`src/rtl/timer_pkg.sv`:
```
// rtl/timer_pkg.sv - shared state type and seven-segment constants for countdown_timer_ssd
package timer_pkg;

  typedef enum logic [1:0] {
    IDLE  = 2'd0,
    RUN   = 2'd1,
    PAUSE = 2'd2,
    DONE  = 2'd3
  } state_t;

  // Active-low patterns {a,b,c,d,e,f,g,dp}, dp always off
  localparam logic [7:0] SEG_0     = 8'h03;
  localparam logic [7:0] SEG_1     = 8'h9F;
  localparam logic [7:0] SEG_2     = 8'h25;
  localparam logic [7:0] SEG_3     = 8'h0D;
  localparam logic [7:0] SEG_4     = 8'h99;
  localparam logic [7:0] SEG_5     = 8'h49;
  localparam logic [7:0] SEG_6     = 8'h41;
  localparam logic [7:0] SEG_7     = 8'h1F;
  localparam logic [7:0] SEG_8     = 8'h01;
  localparam logic [7:0] SEG_9     = 8'h09;
  localparam logic [7:0] SEG_BLANK = 8'hFF;

endpackage

```
`src/rtl/bcd7seg.sv`:
```
// rtl/bcd7seg.sv - combinational BCD digit to active-low seven-segment pattern
module bcd7seg
  import timer_pkg::*;
(
  input  logic [3:0] i_bcd,
  output logic [7:0] o_seg
);

  always_comb begin
    o_seg = SEG_BLANK;
    case (i_bcd)
      4'd0:    o_seg = SEG_0;
      4'd1:    o_seg = SEG_1;
      4'd2:    o_seg = SEG_2;
      4'd3:    o_seg = SEG_3;
      4'd4:    o_seg = SEG_4;
      4'd5:    o_seg = SEG_5;
      4'd6:    o_seg = SEG_6;
      4'd7:    o_seg = SEG_7;
      4'd8:    o_seg = SEG_8;
      4'd9:    o_seg = SEG_9;
      default: o_seg = SEG_BLANK;
    endcase
  end

endmodule

```
`src/rtl/countdown_timer_ssd.sv`:
```
// rtl/countdown_timer_ssd.sv - N-digit BCD countdown timer with multiplexed SSD output
// Optional TIMER_DONE_BLINK_EN flashes the all-zero display while in DONE.
module countdown_timer_ssd
  import timer_pkg::*;
#(
  parameter int                      NUM_DIGITS = 2,
  parameter int                      TICK_DIV   = 50000000,
  parameter int                      SCAN_DIV   = 65536,
  parameter logic [4*NUM_DIGITS-1:0] START_BCD  = 'h30
) (
  input  logic                      clk,
  input  logic                      rst,
  input  logic                      start_pause,
  input  logic                      load,
  input  logic [4*NUM_DIGITS-1:0]   preset,
  output logic [7:0]                seg,
  output logic [NUM_DIGITS-1:0]     an,
  output logic                      running,
  output logic                      done
);

  localparam int W  = 4 * NUM_DIGITS;
  localparam int PW = (TICK_DIV > 1) ? $clog2(TICK_DIV) : 1;
  localparam int SW = (SCAN_DIV > 1) ? $clog2(SCAN_DIV) : 1;
  localparam int IW = (NUM_DIGITS > 1) ? $clog2(NUM_DIGITS) : 1;

  state_t                r_state, w_state_next;
  logic [W-1:0]          r_count, w_count_next, w_dec, w_clamped;
  logic [PW-1:0]         r_presc, w_presc_next;
  logic                  w_tick, w_borrow, w_blank;
  logic [SW-1:0]         r_scan_cnt;
  logic [IW-1:0]         r_idx;
  logic [3:0]            w_digit;
  logic [7:0]            w_seg_dec, r_seg;
  logic [NUM_DIGITS-1:0] w_an_scan, r_an;
  logic                  r_running, r_done;

  assign w_tick = (r_state == RUN) && (r_presc == PW'(TICK_DIV - 1));

  // Borrow ripples upward through zero digits; an all-zero count stays zero
  always_comb begin
    w_dec    = r_count;
    w_borrow = 1'b1;
    for (int i = 0; i < NUM_DIGITS; i++) begin
      if (w_borrow) begin
        if (r_count[4*i +: 4] == 4'd0) begin
          w_dec[4*i +: 4] = 4'd9;
        end else begin
          w_dec[4*i +: 4] = r_count[4*i +: 4] - 4'd1;
          w_borrow        = 1'b0;
        end
      end
    end
    if (r_count == '0) w_dec = '0;
  end

  always_comb begin
    w_clamped = '0;
    for (int i = 0; i < NUM_DIGITS; i++) begin
      w_clamped[4*i +: 4] = (preset[4*i +: 4] > 4'd9) ? 4'd9 : preset[4*i +: 4];
    end
  end

  always_comb begin
    w_state_next = r_state;
    w_count_next = r_count;
    w_presc_next = r_presc;
    if (load) begin
      w_state_next = IDLE;
      w_count_next = w_clamped;
      w_presc_next = '0;
    end else begin
      case (r_state)
        IDLE: begin
          if (start_pause && (r_count != '0)) begin
            w_state_next = RUN;
            w_presc_next = '0;
          end
        end
        RUN: begin
          w_presc_next = w_tick ? '0 : r_presc + PW'(1);
          if (w_tick) begin
            w_count_next = w_dec;
            if (w_dec == '0)      w_state_next = DONE;
            else if (start_pause) w_state_next = PAUSE;
          end else if (start_pause) begin
            w_state_next = PAUSE;
          end
        end
        PAUSE: begin
          if (start_pause) w_state_next = RUN;
        end
        default: begin
          w_state_next = DONE;
        end
      endcase
    end
  end

  always_ff @(posedge clk) begin
    if (rst) begin
      r_state <= IDLE;
      r_count <= START_BCD;
      r_presc <= '0;
    end else begin
      r_state <= w_state_next;
      r_count <= w_count_next;
      r_presc <= w_presc_next;
    end
  end

  always_ff @(posedge clk) begin
    if (rst) begin
      r_scan_cnt <= '0;
      r_idx      <= '0;
    end else if (r_scan_cnt == SW'(SCAN_DIV - 1)) begin
      r_scan_cnt <= '0;
      r_idx      <= (r_idx == IW'(NUM_DIGITS - 1)) ? '0 : r_idx + IW'(1);
    end else begin
      r_scan_cnt <= r_scan_cnt + SW'(1);
    end
  end

  assign w_digit   = r_count[{r_idx, 2'b00} +: 4];
  assign w_an_scan = ~(NUM_DIGITS'(1) << r_idx);

  bcd7seg u_bcd7seg (
    .i_bcd (w_digit),
    .o_seg (w_seg_dec)
  );

`ifdef TIMER_DONE_BLINK_EN
  localparam int BW = $clog2(2 * TICK_DIV);
  logic [BW-1:0] r_blink;

  // Restarts on every DONE entry so the first half-period is blanked
  always_ff @(posedge clk) begin
    if (rst || (r_state != DONE)) begin
      r_blink <= '0;
    end else begin
      r_blink <= (r_blink == BW'(2 * TICK_DIV - 1)) ? '0 : r_blink + BW'(1);
    end
  end

  assign w_blank = (r_state == DONE) && (r_blink < BW'(TICK_DIV));
`else
  assign w_blank = 1'b0;
`endif

  always_ff @(posedge clk) begin
    if (rst) begin
      r_seg     <= SEG_BLANK;
      r_an      <= '1;
      r_running <= 1'b0;
      r_done    <= 1'b0;
    end else begin
      r_seg     <= w_seg_dec;
      r_an      <= w_blank ? '1 : w_an_scan;
      r_running <= (r_state == RUN);
      r_done    <= (r_state == DONE);
    end
  end

  assign seg     = r_seg;
  assign an      = r_an;
  assign running = r_running;
  assign done    = r_done;

endmodule

```
`config.mk`:
```
export PLATFORM = sky130hd
export DESIGN_NAME = countdown_timer_ssd
export DESIGN_NICKNAME = d
export VERILOG_FILES = /design/src/rtl/timer_pkg.sv /design/src/rtl/bcd7seg.sv /design/src/rtl/countdown_timer_ssd.sv
export SDC_FILE = /design/constraint.sdc
export NUM_CORES = 1
export LEC_CHECK = 0
export ABC_AREA = 1
export CELL_PAD_IN_SITES_DETAIL_PLACEMENT = 1
export CELL_PAD_IN_SITES_GLOBAL_PLACEMENT = 1
export CORE_MARGIN = 4
export CORE_UTILIZATION = 44
export CTS_BUF_LIST = sky130_fd_sc_hd__clkbuf_4 sky130_fd_sc_hd__clkbuf_8
export DETAILED_ROUTE_END_ITERATION = 6
export PLACE_DENSITY_LB_ADDON = 0.08
export REMOVE_ABC_BUFFERS = 1
export SLEW_MARGIN = 20
export SYNTH_ARGS = -nofsm -noshare
export SYNTH_HDL_FRONTEND = slang
export SYNTH_SLANG_ARGS = --single-unit
```
`constraint.sdc`:
```
create_clock -name clk -period 1.8 [get_ports clk]
set_input_delay 0.36 -clock clk [delete_from_list [all_inputs] [get_ports clk]]
set_output_delay 0.36 -clock clk [all_outputs]
set_load 0.03 [all_outputs]
```
==> impl_metrics.tcl <==
set metrics [dict create \
    grt_antenna_before_repair 0 \
    regArea_um2 1290 \
    synth_edf_count 0 \
    avgSynthCellArea_um2 7.02 \
    finalCritPeriodShare_pct 104 \
    worst-setup-path-type "flop to flop" \
    portBuffers 22 \
    ys_types 43 \
    crit_path_start "r_count[4]" \
    h-tree-depth 3 \
    grt_pass1_vias 3956 \
    routedWlPerCell_um 18.3 \
    hpwl_mm 8.01 \
    timing.rr.start "r_count[4]" \
    yosys_warnings 0 \
    drv_cap 0 \
    critPathLaunchType "flop" \
    fmax_mhz 533 \
    crit_required_ns 2.10 \
    worstPathCellList "inv_1 -> ha_2 -> buf_4 -> nand3_4 -> nand2_8 -> inv_1 -> nor2_4 -> nand2_1 -> nor2_1 -> nand2_1 -> nand2_1 -> nand2_1 -> a21oi_2" \
    via_per_inst 5.49 \
    yosysTopAreaCell "dfxtp_1" \
    route.vias.total 3813 \
    hold_slack_ns 0.493 \
    ios 24 \
    die-area_um2 9650 \
    rsz0062_at_grt "yes" \
    yosysTopAreaCellShare_pct 35.8 \
    final_core_util_pct 61.5 \
    core-area_um2 7810 \
    first_pass_iters 4 \
    cts_buffer_depth 2 \
    area_growth_pct 34.1 \
    cp-end-kind "flop" \
    p_int_uw 2540 \
    critPathMostFrequentCell "nand2_1" \
    ant_nets 0 \
    cp_slowest_cell "dfxtp_2" \
    layout.nets 610 \
    fillers 994 \
    powerDensity_nw_per_um2 744 \
    globalRouteOverflowTotal 0 \
    setup-tns-final_ns -0.0762 \
    place.gp.congestion 0.904 \
    syn_inst 510 \
    fin_crit_ns 1.88 \
    start_util_pct 45.9 \
    skew_ns 0.0126 \
    grt_max_degree 16 \
    seqPwrFrac_pct 41.7 \
    cts_tree "done" \
    worst_slack_ns -0.0762 \
    power.leakage_uw 0.00198 \
    die_h_um 98.2 \
    async_flop_share_pct 0 \
    synth_flop_cell "dfxtp_1" \
    hold_path.class "flop to flop" \
    dp_slack_ns -0.0505 \
    fp.dieW_um 98.2 \
    layout-drive-gt1-share_pct 26.7 \
    root_buffer "clkbuf_8" \
    switching_share_pct 28.9 \
    combinationalPowerShare_pct 17.5 \
    power_frac_clock_pct 40.7 \
    syn-cell-area_um2 3580 \
    vdd_drop_max_mv 0.424 \
    drtIter0Drc 123 \
    drv_slew 0 \
    rows 32 \
    synth_area_leaders "dfxtp_1 36%, nand2_1 12%, inv_1 6.5%" \
    violations "setup timing" \
    setup_viol 1 \
    cts_hold_buf 0 \
    clk_pin_slew_ns 0.08 \
    p_switching_uw 1030 \
    synth_common_cells "112 x nand2_1, 64 x dfxtp_1, 62 x inv_1" \
    cpPeakStageDelay_ns 0.34 \
    yosysSeqAreaShare_pct 35.8 \
    drt-total-wl_mm 12.7 \
    status "complete, but fails checks" \
    worstSkewPairLatency_ns 0.36 \
    synth_most_common_cell "nand2_1" \
    cp_max_fo 4 \
    hp-start "r_scan_cnt[10]" \
    track_usage_pct 23.8 \
    numCtsBuffers 9 \
    grt_pass1_wl_mm 18.7 \
    diodes 0 \
    ys_ff_latch 64 \
    critPathArrivalTime_ns 2.17 \
    drc 0 \
    finalHoldViolCount 0 \
    clock-sinks 64 \
    multi_input_area_um2 2230 \
]
power groups by stage:
stage          Clock [µW]  Combinational [µW]  Sequential (µW)
2_1_floorplan           0                 238             1550
3_3_place_gp            0                 475             1510
3_5_place_dp            0                 486             1510
4_1_cts              1460                 512             1480
5_1_grt              1550                 676             1500
6_report             1460                 626             1490
per-stage QoR:
stage | instances | total power, µW | instance area (µm²)
after floorplan | 502 | 1790 | 3530
after global placement | 668 | 1980 | 4220
after detailed placement | 668 | 2000 | 4220
after CTS | 685 | 3450 | 4500
after global routing | 694 | 3720 | 4800
final | 694 | 3570 | 4800
flip-flops by register name (all words and copies together) (netlist names):
name / count
r_presc: 26
running: 1
done: 1
r_idx: 1
r_count: 8
r_state: 2
seg: 7
r_scan_cnt: 16
an: 2
area by class of cell:
class	count	area share (%)
well taps	102	2.66
clock buffers	11	3.02
repair buffers	73	13.6
flip-flops and latches	64	27.0
inverters	68	5.63
clock inverters	5	1.67
multi-input cells	371	46.4
layout by cell type (no fill, tap or decap), types with 4 or more instances in the layout:
cell type / synthesis / final
a31oi_1: 5 / 5
buf_4: 2 / 44
nor3_2: 10 / 10
nor2_1: 58 / 50
a21oi_1: 37 / 35
buf_6: 2 / 4
nor3_1: 17 / 16
inv_1: 62 / 58
nor2_2: 6 / 8
o22ai_1: 4 / 4
xor2_1: 7 / 7
nand3_1: 33 / 27
nand2_4: 4 / 9
o21ai_0: 16 / 13
clkbuf_8: 0 / 10
xnor2_1: 4 / 4
inv_2: 4 / 5
nor2_4: 4 / 10
nand2_2: 7 / 11
dfxtp_2: 0 / 8
nand2_1: 112 / 102
nand3_2: 2 / 6
dfxtp_1: 64 / 55
ha_1: 11 / 7
clkdlybuf4s50_1: 0 / 22
nand4_1: 9 / 9
final timing paths:
check	endpoint	slack [ns]	depth (start not counted)
setup / recovery	r_state[1]	-0.08	13
hold / removal	r_scan_cnt[10]	0.49	2
setup reg to reg	r_state[1]	-0.08	13
hold reg to reg	r_scan_cnt[10]	0.49	2
per-layer routing:
| layer | part of all wire, % | track usage, % | vias to the layer above |
|---|---|---|---|
| li1 | - | - | 1816 |
| met1 | 41 | 27.3 | 1855 |
| met2 | 52 | 43.6 | 99 |
| met3 | 3.6 | 4.00 | 43 |
| met4 | 3.7 | 9.35 | 0 |
| met5 | 0 | 0 | - |
kinds of logic after synthesis:
group | count (synthesis) | share of synthesized area, %
buffers and inverters | 76 | 8.80
flip-flops | 64 | 35.8
adder cells (fa/ha/maj) | 11 | 3.84
AND/OR/NAND/NOR | 272 | 37.1
AO/OA/AOI/OAI | 75 | 11.7
other | 1 | 0.105
XOR/XNOR | 11 | 2.69
critical path: cells and delay by family (launching register included):
kind	cells	cell delay, ns
compound gates	1	0.14
fa+ha+maj	1	0.20
buf+inv	3	0.31
flops	1	0.34
simple gates	8	0.83
what timing repair did:
item / in CTS / in global routing
gates cloned: 0 / 1
setup endpoints to repair: 24 / 45
pin swaps: 3 / 21
gates resized for setup: 12 / 66
setup buffers: 1 / 8
(Power assumes the default switching activity.)
